==> src/rtl/load_store_unit.sv <==
// RV32I load/store unit: one outstanding data-bus access, lane steering, load extension.
// Ports: cpu_clk/cpu_rst_n, pipeline request (mem_req..rd_in, stall, err), data bus, write-back.
module load_store_unit #(
  parameter int unsigned TIMEOUT = 16
) (
  input  logic        cpu_clk,
  input  logic        cpu_rst_n,
  input  logic        mem_req,
  input  logic        mem_we,
  input  logic [2:0]  funct3,
  input  logic [31:0] addr,
  input  logic [31:0] wdata,
  input  logic [4:0]  rd_in,
  output logic        stall,
  output logic        err,
  output logic        bus_req,
  output logic        bus_we,
  output logic [31:0] bus_addr,
  output logic [31:0] bus_wdata,
  output logic [3:0]  bus_be,
  input  logic        bus_ack,
  input  logic [31:0] bus_rdata,
  output logic        wb_valid,
  output logic [4:0]  wb_rd,
  output logic [31:0] wb_data
);

  localparam logic [7:0] LAST = 8'(TIMEOUT - 1);

  typedef enum logic [1:0] {
    IDLE = 2'd0,
    BUS  = 2'd1,
    DONE = 2'd2
  } state_t;

  state_t      state;
  logic [7:0]  wait_cnt;
  logic [2:0]  f3_q;
  logic [1:0]  lane_q;
  logic [4:0]  rd_q;

  logic        f3_ok;
  logic        aligned;
  logic        legal;
  logic        is_b;
  logic        is_h;
  logic [3:0]  be_n;
  logic [31:0] wd_n;
  logic [31:0] sh;
  logic [15:0] half;
  logic [31:0] ld_data;

  assign is_b = (funct3[1:0] == 2'd0);
  assign is_h = (funct3[1:0] == 2'd1);

  always_comb begin
    f3_ok   = 1'b0;
    aligned = 1'b1;
    case (funct3)
      3'd0, 3'd1, 3'd2: f3_ok = 1'b1;
      3'd4, 3'd5:       f3_ok = ~mem_we;
      default:          f3_ok = 1'b0;
    endcase
    if (funct3[1:0] == 2'd1)
      aligned = ~addr[0];
    else if (funct3[1:0] == 2'd2)
      aligned = (addr[1:0] == 2'b00);
    legal = f3_ok & aligned;
  end

  always_comb begin
    be_n = 4'b1111;
    wd_n = '0;
    if (mem_we) begin
      unique case (1'b1)
        is_b: begin
          be_n = 4'b0001 << addr[1:0];
          wd_n = {4{wdata[7:0]}};
        end
        is_h: begin
          be_n = addr[1] ? 4'b1100 : 4'b0011;
          wd_n = {2{wdata[15:0]}};
        end
        default: wd_n = wdata;
      endcase
    end
  end

  always_comb begin
    sh   = bus_rdata >> {lane_q, 3'b000};
    half = lane_q[1] ? bus_rdata[31:16] : bus_rdata[15:0];
    case (f3_q)
      3'd0:    ld_data = {{24{sh[7]}}, sh[7:0]};
      3'd1:    ld_data = {{16{half[15]}}, half};
      3'd4:    ld_data = {24'b0, sh[7:0]};
      3'd5:    ld_data = {16'b0, half};
      default: ld_data = bus_rdata;
    endcase
  end

  assign stall = ((state == IDLE) & mem_req & legal) | (state == BUS);

  always_ff @(posedge cpu_clk or negedge cpu_rst_n) begin
    if (!cpu_rst_n) begin
      state     <= IDLE;
      wait_cnt  <= '0;
      f3_q      <= '0;
      lane_q    <= '0;
      rd_q      <= '0;
      err       <= 1'b0;
      bus_req   <= 1'b0;
      bus_we    <= 1'b0;
      bus_addr  <= '0;
      bus_wdata <= '0;
      bus_be    <= '0;
      wb_valid  <= 1'b0;
      wb_rd     <= '0;
      wb_data   <= '0;
    end else begin
      err      <= 1'b0;
      wb_valid <= 1'b0;
      unique case (state)
        IDLE: begin
          if (mem_req) begin
            if (legal) begin
              state     <= BUS;
              wait_cnt  <= '0;
              bus_req   <= 1'b1;
              bus_we    <= mem_we;
              bus_addr  <= {addr[31:2], 2'b00};
              bus_wdata <= wd_n;
              bus_be    <= be_n;
              f3_q      <= funct3;
              lane_q    <= addr[1:0];
              rd_q      <= rd_in;
            end else begin
              err <= 1'b1;
            end
          end
        end
        BUS: begin
          if (bus_ack) begin
            state   <= DONE;
            bus_req <= 1'b0;
            bus_we  <= 1'b0;
            if (!bus_we) begin
              wb_valid <= 1'b1;
              wb_rd    <= rd_q;
              wb_data  <= ld_data;
            end
          end else if (wait_cnt == LAST) begin
            state   <= DONE;
            bus_req <= 1'b0;
            bus_we  <= 1'b0;
            err     <= 1'b1;
          end else begin
            wait_cnt <= wait_cnt + 8'd1;
          end
        end
        DONE:    state <= IDLE;
        default: state <= IDLE;
      endcase
    end
  end

endmodule

==> config.mk <==
export PLATFORM = sky130hd
export DESIGN_NAME = load_store_unit
export DESIGN_NICKNAME = d
export VERILOG_FILES = /design/src/rtl/load_store_unit.sv
export SDC_FILE = /design/constraint.sdc
export NUM_CORES = 1
export LEC_CHECK = 0
export CAP_MARGIN = 20
export CORE_MARGIN = 1.5
export CORE_UTILIZATION = 35
export CTS_CLUSTER_SIZE = 14
export DETAILED_ROUTE_END_ITERATION = 10
export PLACE_DENSITY_LB_ADDON = 0.12
export SLEW_MARGIN = 40
export SYNTH_ARGS = -nofsm -noshare
export SYNTH_HDL_FRONTEND = slang
export SYNTH_SLANG_ARGS = --single-unit
==> constraint.sdc <==
create_clock -name cpu_clk -period 2.1 [get_ports cpu_clk]
set_input_delay 0.315 -clock cpu_clk [delete_from_list [all_inputs] [get_ports cpu_clk]]
set_output_delay 0.315 -clock cpu_clk [all_outputs]
set_load 0.02 [all_outputs]
Word level (Yosys, flattened, before mapping) --
Index checks and enable logic that the tools add are counted.
Word-level totals: flip-flop bits (word level) 127, input bits 109, output and inout port bits 110, word-level logic and storage cells 89
Operators by class: add/sub/neg operators 1, equal/unequal tests 16, shifts and indexed selects 2, mux-type cells 36, bitwise gates (word level) 7, reductions and logical operators 13
Operator list (count):
- case mux 32 bit (4 select lines) | 1
- case mux 32 bit (2 select lines) | 1
- two-way mux 32 bit | 1
- two-way mux 8 bit | 4
- >> shifter 32 x 5 -> 8 bit | 1
- two-way mux 16 bit | 1
- case mux 8 bit (2 select lines) | 1
- two-way mux 1 bit | 15
- == test 3 bit (second input constant) | 4
- AND reduction 3 bit | 3
- adder 8 x 1 -> 8 bit (second input constant) | 1
- == test 8 x 4 -> 1 bit (second input constant) | 1
- two-way mux 2 bit | 4
- two-way mux 4 bit | 2
- inequality test 2 bit (second input constant) | 4
- case mux 1 bit (2 select lines) | 4
- case mux 4 bit (2 select lines) | 1
- == test 3 x 1 -> 1 bit (second input constant) | 2
- zero test 2 bit | 3
- zero test 3 bit | 2
- AND reduction 5 bit | 1
- == test 2 x 1 -> 1 bit (second input constant) | 2
- case mux 2 bit (2 select lines) | 1
- AND reduction 4 bit | 1
- 10 further kinds | 14

Logic depth before layout (Yosys ltp) --
depth in word-level cells 7, gate-level depth with buffers 8, mapped depth without buffers 5

Worst setup path after synthesis --
Ideal clock, no wire load.
kind register to output, start reg state[1], end out stall, arrival time 1491 ps, data required time 1785 ps, path slack 294 ps, cell stages (with the launch flop) 6, buffers on the path 2, cells stage by stage dfrtp_1 or3b_2 a21o_1 buf_2 buf_6 nand2b_1
Between the ends: word-level cells in the longest chain between the ends 4, elaborated cells on any way between the ends 5, those cells by class eq/ne: 1; bitwise: 3; reduce/logical: 1
Ends and longest elaborated chain:
- start, declared | RTL line 36 | state_t state;
- start signal, assigned | RTL line 105 | state <= IDLE;
- start signal, assigned | RTL line 126 | state <= BUS;
- start signal, assigned | RTL line 143 | state <= DONE;
- zero test 2 bit | RTL line 101 | assign stall = ((state == IDLE) & mem_req & legal) | (state == BUS);
- bitwise AND 1 bit (2 in a row) | RTL line 101
- OR 1 bit (*) | RTL line 101
- end, declared | RTL line 14 | output logic stall,
Mark *: on every way between the ends. The rest lies on a longest branch, timed or not.

Worst setup path in the final report --
start in funct3[0], end out stall
Between the ends: word-level cells in the longest chain between the ends 6, elaborated cells on any way between the ends 15, those cells by class eq/ne: 6; mux: 3; bitwise: 3; reduce/logical: 3
Ends and longest elaborated chain:
- start, declared | RTL line 10 | input logic [2:0] funct3,
- == test 3 x 1 -> 1 bit (tied with other cells) | RTL line 59 | case (funct3)
- OR reduction 3 bit (tied with other cells) | RTL line 59
- case mux 1 bit (2 select lines) or two-way mux 1 bit (tied branches) | RTL line 59, 64
- bitwise AND 1 bit (*) | RTL line 68 | legal = f3_ok & aligned;
- bitwise AND 1 bit (*) | RTL line 101
- OR 1 bit (*) | RTL line 101
Marks and branches as above.

==> key figures <==
Power and ir drop
  – NetSw: 3722 µW
  – Comb power frac: 0.383
  – Maximum vdd drop: 0.5600 mV
  – Internal power: 6987 µW
  – Clk network pwr share: 0.271
  – P_leak: 0.004085 µW
  – Sw frac: 0.3476
  – Final Total Pwr: 10710 µW
  – Part of the power in registers: 0.346
  – PD cells: 1182 nW/µm²

Floorplan
  – Site Rows: 47
  – Core area: 16470 µm²
  – Die area: 17510 µm²
  – Starting Density: 0.3555
  – Ports: 219
  – Die Y: 132.3 µm
  – Die width: 132.3 µm

Global routing
  – Tot GR Track Use: 0.2076
  – Overflow after GRT: 0
  – Antenna violations before repair: 0
  – Pin count of the biggest net entering global routing: 85
  – First-pass GRT wire length: 28900 µm
  – Vias in the first global route: 5686

Synth
  – Async SR Flop Fraction: 1.000
  – Post-synthesis sequential element count: 127
  – Yosys top cell area share: 0.5430
  – Dominant cell type by area after synthesis: dfrtp_1
  – Ys flop type: dfrtp_1
  – Post-Syn Area: 5853 µm²
  – Top cells by area, synth: dfrtp_1 (54%), nand2_1 (14%), mux2_2 (4.4%)
  – Sequential share of the synthesized area: 0.5430
  – EDFF count, synth: 0
  – Synth cell types: 46
  – Avg Cell Area, Syn: 9.047 µm²
  – Syn Inst Count: 647
  – Syn. warnings: 0

Final layout
  – Post-route insts no fill: 1111
  – Nets@finish: 988
  – Layout cells sized above 1: 0.1145
  – Diodes inserted: 0
  – Fill count: 1463
  – Design area: 9057 µm²
  – Most common cell after layout, fill and taps aside: nand2_1
  – Commonest cells after routing, fill and taps aside: nand2_1 (226), clkdlybuf4s50_1 (212), dfrtp_1 (127)
  – Area delta synth->final: 54.75%

STA
  – Fmax: 491.4 MHz
  – Final min period: 2035 ps
  – Setup WS post-layout: 65.11 ps
  – # setup viols final: 0
  – Unrepaired setup endpoints after global routing: yes
  – Slew Viols, Final: 0
  – TNS Setup: 0 ps
  – Worst Skew: 9.047 ps
  – Endpoints failing hold: 0
  – Final cycle utilization of the critical path: 0.9690

Worst setup path
  – Crit-path max FO: 2
  – Crit path DAT: 1720 ps
  – CP startpoint kind: primary input
  – Setup CP Type: primary input to output port
  – Endpoint class of the critical path: output port
  – Worst Path Required: 1780 ps

Placement
  – Area post-placement: 8459 µm²
  – IO buf count: 216
  – Placed insts: 1078
  – Pre-CTS WS: -475.6 ps
  – DP HPWL: 12630 µm
  – GP Congestion: 0.8495

Clock network
  – Clock Path Buffers: 2
  – Root Driver: clkbuf_16
  – Later-pin clock latency in the skew report: 410 ps
  – CTS tree: yes
  – Post-CTS Setup Inserts: 0
  – CTS HTree Levels: 4
  – Clock Sink Count: 127
  – Inserted Clock Buffers: 17
  – CTS clk-pin slew, worst paths: 60 ps

Routing
  – Average wire per standard cell: 15.65 µm
  – Top Metal Used: met4
  – Wirelength, routed: 17390 µm
  – Remaining DRCs: 0
  – DRT met1 WL: 7397 µm
  – 1st-iter DRT viols: 332
  – Pre-antenna DRT Iters: 5
  – DR vias: 5421
  – Met3 WL: 1447 µm
  – Routed wl met2: 8297 µm
  – Routed Antenna Nets: 0
  – Via density: 4.879

Min path
  – Hold WC Path Type: primary input to flip-flop

Outcome
  – Status: finished, final reports clean

Flow run
  – Max Cap Viol: 0
[registers in the layout (all words and copies together), names as in the netlist]
signal     cells
bus_req        1
f3_q           3
state          2
err            1
bus_wdata     32
rd_q           5
wb_valid       1
wb_rd          5
bus_addr      30
bus_be         4
bus_we         1
wb_data       32
lane_q         2
wait_cnt       8
[worst max-delay path, stage by stage]
cell             delay, ps
clkdlybuf4s50_1        420
or4_4                  540
a21o_2                 240
nand2b_1                60
buf_4                  130
[synthesized netlist by cell type, types with 2 or more instances]
cell and number:
buf_4 3, o211ai_1 2, nand2b_1 4, o21ai_1 3
a21oi_1 22, a31oi_1 3, clkbuf_1 27, nand3_1 23
buf_2 11, nand2_1 226, o21a_1 2, mux2i_1 5
xor2_1 3, a311oi_1 7, mux2_2 23, or3b_2 2
nor3b_1 8, o21ai_0 28, o31ai_1 13, buf_6 2
buf_1 2, a22o_1 8, inv_1 3, dfrtp_1 127
nor2b_1 17, a22oi_1 8, nor2_1 46
[path summary, 6_finish.rpt]
path                           start            end  slack, ps  cells past startpoint
max in group asynchronous  cpu_rst_n    bus_addr[3]       1220                      3
max reg2reg                 state[1]  bus_wdata[25]        140                      5
max                        funct3[0]          stall         70                      5
min reg2reg                  rd_q[3]       wb_rd[3]        470                      2
min in group asynchronous  cpu_rst_n    wb_data[22]        430                      3
min                          addr[0]      lane_q[0]        350                      4
[cells by family (layout without fill, tap and decap cells)]
logic type / Yosys count / count (layout) / share of synthesized area
buffers and inverters: 48 / 291 / 0.03762
muxes: 29 / 29 / 0.05665
DFF: 127 / 127 / 0.5430
and+or+nand+nor: 335 / 335 / 0.2418
AOI/OAI and AO/OA: 102 / 102 / 0.1122
other: 1 / 2 / 0.0006407
adders and majority gates: 1 / 1 / 0.002137
xor gates and xnor gates: 4 / 4 / 0.005987
[through the flow]
step	utilization	hold WS, ps
final	0.5501	353.3
after global routing	0.5501	392.5
after CTS	0.5498	408.2
after detailed placement	0.5138	329.3
after global placement	0.5125	322.2
after floorplan	-	19.41
[final cells by class]
class                   instances  area, µm²  area share
repair buffers                256       2536      0.2800
clock inverters                14      160.2     0.01768
multi-input cells             473       2467      0.2724
flip-flops and latches        127       3178      0.3509
well taps                     220      275.3     0.03039
clock buffers                  18      429.2     0.04738
inverters                       3      11.26    0.001243
[power by group through the flow]
stage	combinational [µW]	sequential [µW]	clock, µW
after CTS	4150	3720	2980
after detailed placement	4130	3750	0
after global routing	4420	3810	3100
final	4100	3710	2910
after global placement	4080	3720	0
after floorplan	1180	4520	0
[layer usage]
layer / up-vias / track usage
met5: - / 0
met4: 0 / 0.06471
met3: 20 / 0.07036
met2: 187 / 0.3412
met1: 2596 / 0.2587
li1: 2618 / -
[repair_timing]
action,CTS,global route
gates resized for setup,5,2
hold buffers,1,0
setup endpoints to repair,1,2
endpoints found under the hold margin,121,0
No activity file was read; power rests on OpenSTA's default activity.
